File: src/rtl/bus_arbiter_2m.sv
// bus_arbiter_2m: two-master bus arbiter with turnaround gap, tenure timeout and mux select
// Round-robin or fixed-priority grant; all outputs registered.
module bus_arbiter_2m #(
  parameter bit RR_EN      = 1'b1,
  parameter int TIMEOUT    = 255,
  parameter int GAP_CYCLES = 1
) (
  input  logic clk,
  input  logic rst,
  input  logic m0_req,
  input  logic m1_req,
  input  logic bus_done,
  output logic m0_grant,
  output logic m1_grant,
  output logic msel,
  output logic bus_busy,
  output logic timeout
);
  typedef enum logic [1:0] {IDLE, GNT0, GNT1, GAP} state_t;
  localparam logic [7:0] TO_LAST  = 8'(TIMEOUT - 1);
  localparam logic [2:0] GAP_LAST = 3'(GAP_CYCLES - 1);
  state_t r_state, w_next;
  logic [7:0] r_cnt;
  logic [2:0] r_gap;
  logic r_last, r_msel, r_m0_grant, r_m1_grant, r_busy, r_timeout;
  logic w_in_gnt, w_req, w_to_hit, w_rel, w_pick1;
  always_comb begin
    w_in_gnt = (r_state == GNT0) || (r_state == GNT1);
    w_req    = (r_state == GNT1) ? m1_req : m0_req;
    w_to_hit = (TIMEOUT != 0) && (r_cnt == TO_LAST);
    w_rel    = bus_done || !w_req || w_to_hit;
    // on contention m1 wins only under round-robin when m0 owned the bus last
    w_pick1  = m1_req && (!m0_req || (RR_EN && !r_last));
    w_next   = r_state;
    case (r_state)
      IDLE:       w_next = (m0_req || m1_req) ? (w_pick1 ? GNT1 : GNT0) : IDLE;
      GNT0, GNT1: w_next = w_rel ? ((GAP_CYCLES > 0) ? GAP : IDLE) : r_state;
      default:    w_next = (r_gap == GAP_LAST) ? IDLE : GAP;
    endcase
  end
  always_ff @(posedge clk) begin
    if (rst) begin
      r_state    <= IDLE;
      r_cnt      <= '0;
      r_gap      <= '0;
      r_last     <= 1'b1;
      r_msel     <= 1'b0;
      r_m0_grant <= 1'b0;
      r_m1_grant <= 1'b0;
      r_busy     <= 1'b0;
      r_timeout  <= 1'b0;
    end else begin
      r_state    <= w_next;
      r_cnt      <= (w_in_gnt && !w_rel) ? r_cnt + 8'd1 : 8'd0;
      r_gap      <= (r_state == GAP) ? r_gap + 3'd1 : 3'd0;
      if (r_state == IDLE && w_next != IDLE) begin
        r_msel <= (w_next == GNT1);
        r_last <= (w_next == GNT1);
      end
      r_m0_grant <= (w_next == GNT0);
      r_m1_grant <= (w_next == GNT1);
      r_busy     <= (w_next == GNT0) || (w_next == GNT1);
      r_timeout  <= w_in_gnt && w_to_hit && !bus_done && w_req;
    end
  end
  assign m0_grant = r_m0_grant;
  assign m1_grant = r_m1_grant;
  assign msel     = r_msel;
  assign bus_busy = r_busy;
  assign timeout  = r_timeout;
endmodule

File: config.mk
export PLATFORM = sky130hd
export DESIGN_NAME = bus_arbiter_2m
export DESIGN_NICKNAME = d
export VERILOG_FILES = /design/src/rtl/bus_arbiter_2m.sv
export SDC_FILE = /design/constraint.sdc
export NUM_CORES = 1
export LEC_CHECK = 0
export ABC_AREA = 0
export BUFFER_PORTS_ARGS = -buffer_cell sky130_fd_sc_hd__buf_2
export CAP_MARGIN = 20
export CORE_UTILIZATION = 55
export CTS_BUF_LIST = sky130_fd_sc_hd__clkbuf_16
export DETAILED_ROUTE_END_ITERATION = 10
export PLACE_DENSITY_LB_ADDON = 0.1
export SYNTH_ARGS = -nofsm -noshare
export SYNTH_HDL_FRONTEND = slang
export SYNTH_SLANG_ARGS = --single-unit
File: constraint.sdc
create_clock -name clk -period 2.5 [get_ports clk]
set_input_delay 0.125 -clock clk [delete_from_list [all_inputs] [get_ports clk]]
set_output_delay 0.125 -clock clk [all_outputs]
set_load 0.03 [all_outputs]
# Yosys cells after proc, flatten, opt, wreduce, memory -nomap -nowiden
# Index checks and enable logic that the tools add are counted.
# word_totals
regBits,19
in_bits,5
out_inout_bits,5
wordCells,48
# classes
addsub,2
n_eq_ne,6
mux,6
bitwise,2
n_reduce_logical,23
# ops
operator,n
8-bit by 1-bit adder with 8-bit output (second input constant),1
8-bit == test (second input constant),1
2-bit two-way mux,4
2-bit == test (second input constant),3
1-bit logical AND,6
1-bit logical OR,6
2-bit OR reduction,3
1-bit zero test,5
2-bit by 1-bit == test with 1-bit output (second input constant),2
2-bit one-hot mux with 2 select lines,1
3-bit by 1-bit adder with 3-bit output (second input constant),1
3-bit zero test,1
2-bit zero test,1
1-bit inverter,2
2-bit nonzero test,1
1-bit two-way mux,1

# Longest topological paths before layout
# logic_depth
word_depth,9
ltp_mapped,9
ltp_nobuf,9

# Worst setup path before layout
# No wires, ideal clock.
# synth_timing
path_type,register to register
startpoint,reg r_state[0]
endpoint,reg r_last
setup_time_ns,0.115
arrival_time_ns,1.864
required_ns,2.385
slack_ns,0.521
stages_incl_launch_ff,10
n_path_buf,0
synth_period_minus_slack_ns,1.979
cell_sequence,dfxtp_1 > inv_1 > ha_1 > mux2_2 > o211a_1 > a211o_1 > ha_1 > nand2b_1 > a21oi_1 > nand2_1
# synth_between
elab_chain_len,9
elab_cells_between_ends,13
cone_classes,3 x eq/ne; 3 x mux; 7 x reduce/logical
# synth_lines
element,line_no,text
start: declaration,22,"state_t r_state, w_next;"
start signal: assignment,53,r_state <= w_next;
2-bit == test,"29, 35",
1-bit two-way mux,29,w_req = (r_state == GNT1) ? m1_req : m0_req;
1-bit zero test,31,w_rel = bus_done || !w_req || w_to_hit;
1-bit logical OR (2 in series),31,
2-bit two-way mux,37,"GNT0, GNT1: w_next = w_rel ? ((GAP_CYCLES > 0) ? GAP : IDLE) : r_state;"
2-bit one-hot mux with 2 select lines,35,case (r_state)
2-bit nonzero test,56,if (r_state == IDLE && w_next != IDLE) begin
1-bit logical AND,56,
end signal: assignment,58,r_last <= (w_next == GNT1);
end: declaration,25,"logic r_last, r_msel, r_m0_grant, r_m1_grant, r_busy, r_timeout;"
# Several ways; a longest one is shown, not always the timed one.
# A chain may end at the register's enable or synchronous reset.

# Worst setup path in the final report
# Ends and elaborated chain as after synthesis.

==> results.toml <==
[outcome]
outcome = "finished clean"

[global_route]
grt_busiest_layer = "met2"
grt_pass1_wl_um = 2750
grt_usage_pct = 20.1
grt_use_met2_pct = 31.5
grt_pass1_vias = 654
grt_max_degree = 12
antenna_found_initial = 0
grt-ovfl-total = 0
grt_util_met1_pct = 26.1
grt_use_met3_pct = 3.83

[clock_network]
cts_resized = 0
postCtsHoldBufs = 0
clock_latency_ns = 0.25
cts_max_level = 1
cts_tree = "built"
clock_sinks = 19
cts_setup_buffers = 0
cts_buffers = 3
clkTransAtPathRegs_ns = 0.05
clk_path_buf_depth = 2
cts_root_buffer = "clkbuf_16"

[synth]
synth_cells = 96
yosysTopAreaCell = "dfxtp_1"
ys_ff_latch = 19
netlist_top_cells_area = "dfxtp_1, ha_1, nor2_1"
yosysSeqAreaShare_pct = 41.5
yosys_warnings = 0
yosys.area.top_type_share_pct = 41.5
syn_nets = 112
synth.avg_cell_area_um2 = 9.54
ys_types = 28
netlist_area_um2 = 916

[timing]
fin_skew_ns = 0.00283
relSlewSlack_pct = 54.3
period_needed_ns = 2.20
tightest_slew_ns = 0.684
fin_setup_tns_ns = 0
hold_ws_ns = 0.142
fin_crit_sh_pct = 88.1
finalSetupViolCount = 0
hold_viol = 0
slew_violations = 0
rsz0062_at_grt = "no"
max_freq_mhz = 454

[placement]
placed_area_um2 = 981
routabilityCongestion = 0.747
portBuffers = 9
dp_hpwl_um = 1150
place_inst = 121

[die]
die_w_um = 42.8
core_area_mm2 = 0.00152
io_pins = 10
fp.dieH_um = 42.8
die_area_mm2 = 0.00183
num_rows = 14
initial_core_util_pct = 60.1

[hold_path]
holdPathStages = 2
hold_class = "in -> reg"

[critical_path]
end_kind = "flop"
cp_max_fo = 6
cp-start-kind = "flop"
r2r_setup_slack_ns = 0.30
rr_worst_depth = 9
crit_arrival_ns = 2.35
critPathRequiredTime_ns = 2.64
crit_type = "reg -> reg"

[final_layout]
num-nets-final = 126
fillerInstances = 112
area_growth_pct = 15.8
final_cells = 125
antenna_cells = 0
drive_gt1_share_pct = 15.6
final_area_mm2 = 0.00106

[drt]
vias_per_cell = 5.76
routedWlPerCell_um = 13.0
wirelength_um = 1630
drt_iter0_markers = 25
final_antenna_net_count = 0
drc = 0
first_pass_iters = 4
vias = 720

[flow_run]
max_cap_viol_count = 0

[power]
powerDensity_mw_per_mm2 = 1110
internal-power_uw = 762
power_frac_seq_pct = 33.1
p_clk_share_pct = 27.8
swShare_pct = 35.3
p_switching_uw = 416
peakVddDrop_v = 0.000754
leakage_uw = 0.000435
p_comb_share_pct = 39.1
[per-layer routing]
layer | share of wire [%] | routed length [µm] | up-vias
li1 | - | - | 365
met1 | 49 | 804 | 330
met2 | 45 | 735 | 23
met3 | 4.3 | 70 | 2
met4 | 0.86 | 14 | 0
met5 | 0 | 0 | -
[synthesized netlist by cell type, drive strengths merged]
master and number:
dfxtp 19, ha 11, nor2 10, inv 8, a21oi 5, nand2 5
a211oi 4, a311oi 4, nand3 4, nand2b 3, nor2b 3, a211o 2
o21ai 2, or3 2, xnor2 2, xor2 2, and3b 1, and4 1
mux2 1, nand3b 1, nand4 1, o2111ai 1, o211a 1, o31ai 1
or2 1, or4 1
[stage by stage]
stage / setup WS (ns) / total power [µW] / util, %
5_1_grt: 0.194 / 1240 / 69.6
3_5_place_dp: 0.348 / 854 / 64.4
4_1_cts: 0.315 / 1180 / 69.6
2_1_floorplan: 0.521 / 744 / -
3_3_place_gp: 0.459 / 842 / 64.4
6_report: 0.297 / 1180 / 69.6
[kinds of logic (layout without fill, tap and decap cells)]
logic type | Yosys count | count (layout) | synth area share [%]
simple gates | 33 | 33 | 19.4
compound gates | 20 | 20 | 15.7
flops | 19 | 19 | 41.5
fa+ha+maj | 11 | 11 | 15.0
buf+inv | 8 | 21 | 3.28
xor+xnor | 4 | 4 | 3.83
mux | 1 | 1 | 1.23
[cells in the final DEF, fill, tap and decap left out, types with 3 or more instances in the layout]
cell type	netlist	final
a211oi_1	4	4
dfxtp_1	19	19
ha_1	11	11
nand2b_1	3	3
buf_2	0	9
a21oi_1	5	5
nor2_1	10	10
nand2_1	5	5
inv_1	8	8
nand3_1	3	3
nor2b_1	3	3
a311oi_1	4	4
clkbuf_16	0	3
[layout make-up]
| cell class | count | area, µm² | share of cell area, % |
|---|---|---|---|
| Clock buffer | 3 | 75.1 | 7.08 |
| Multi-Input combinational cell | 69 | 505 | 47.6 |
| Timing Repair Buffer | 9 | 45.0 | 4.25 |
| Clock inverter | 1 | 5.00 | 0.472 |
| Sequential cell | 19 | 380 | 35.8 |
| Tap cell | 16 | 20.0 | 1.89 |
| Inverter | 8 | 30.0 | 2.83 |
[critical path: stages, from the launching register on]
cell and delay, ns:
dfxtp_1 0.39, inv_1 0.09, ha_1 0.21, mux2_2 0.30, o211a_1 0.20, a211o_1 0.31
ha_1 0.21, nand2b_1 0.16, a21oi_1 0.17, nand2_1 0.06
[power groups by stage]
stage	logic (µW)	registers, µW	clock network (µW)
global route	507	395	342
CTS	461	390	329
detailed placement	458	396	0
global placement	449	393	0
floorplan	300	445	0
finish	461	390	327
[sequential cells by signal, summed over array words and instances (netlist names)]
| signal | cells |
|---|---|
| m0_grant | 1 |
| r_cnt | 8 |
| r_state | 2 |
| bus_busy | 1 |
| r_gap | 3 |
| r_last | 1 |
| timeout | 1 |
| m1_grant | 1 |
| msel | 1 |
[final timing paths]
kind	start	end
setup / recovery	r_state[0]	r_last
hold / removal	rst	msel
setup reg to reg	r_state[0]	r_last
hold reg to reg	r_gap[0]	r_gap[0]
Power figures use the tool's default switching activity.
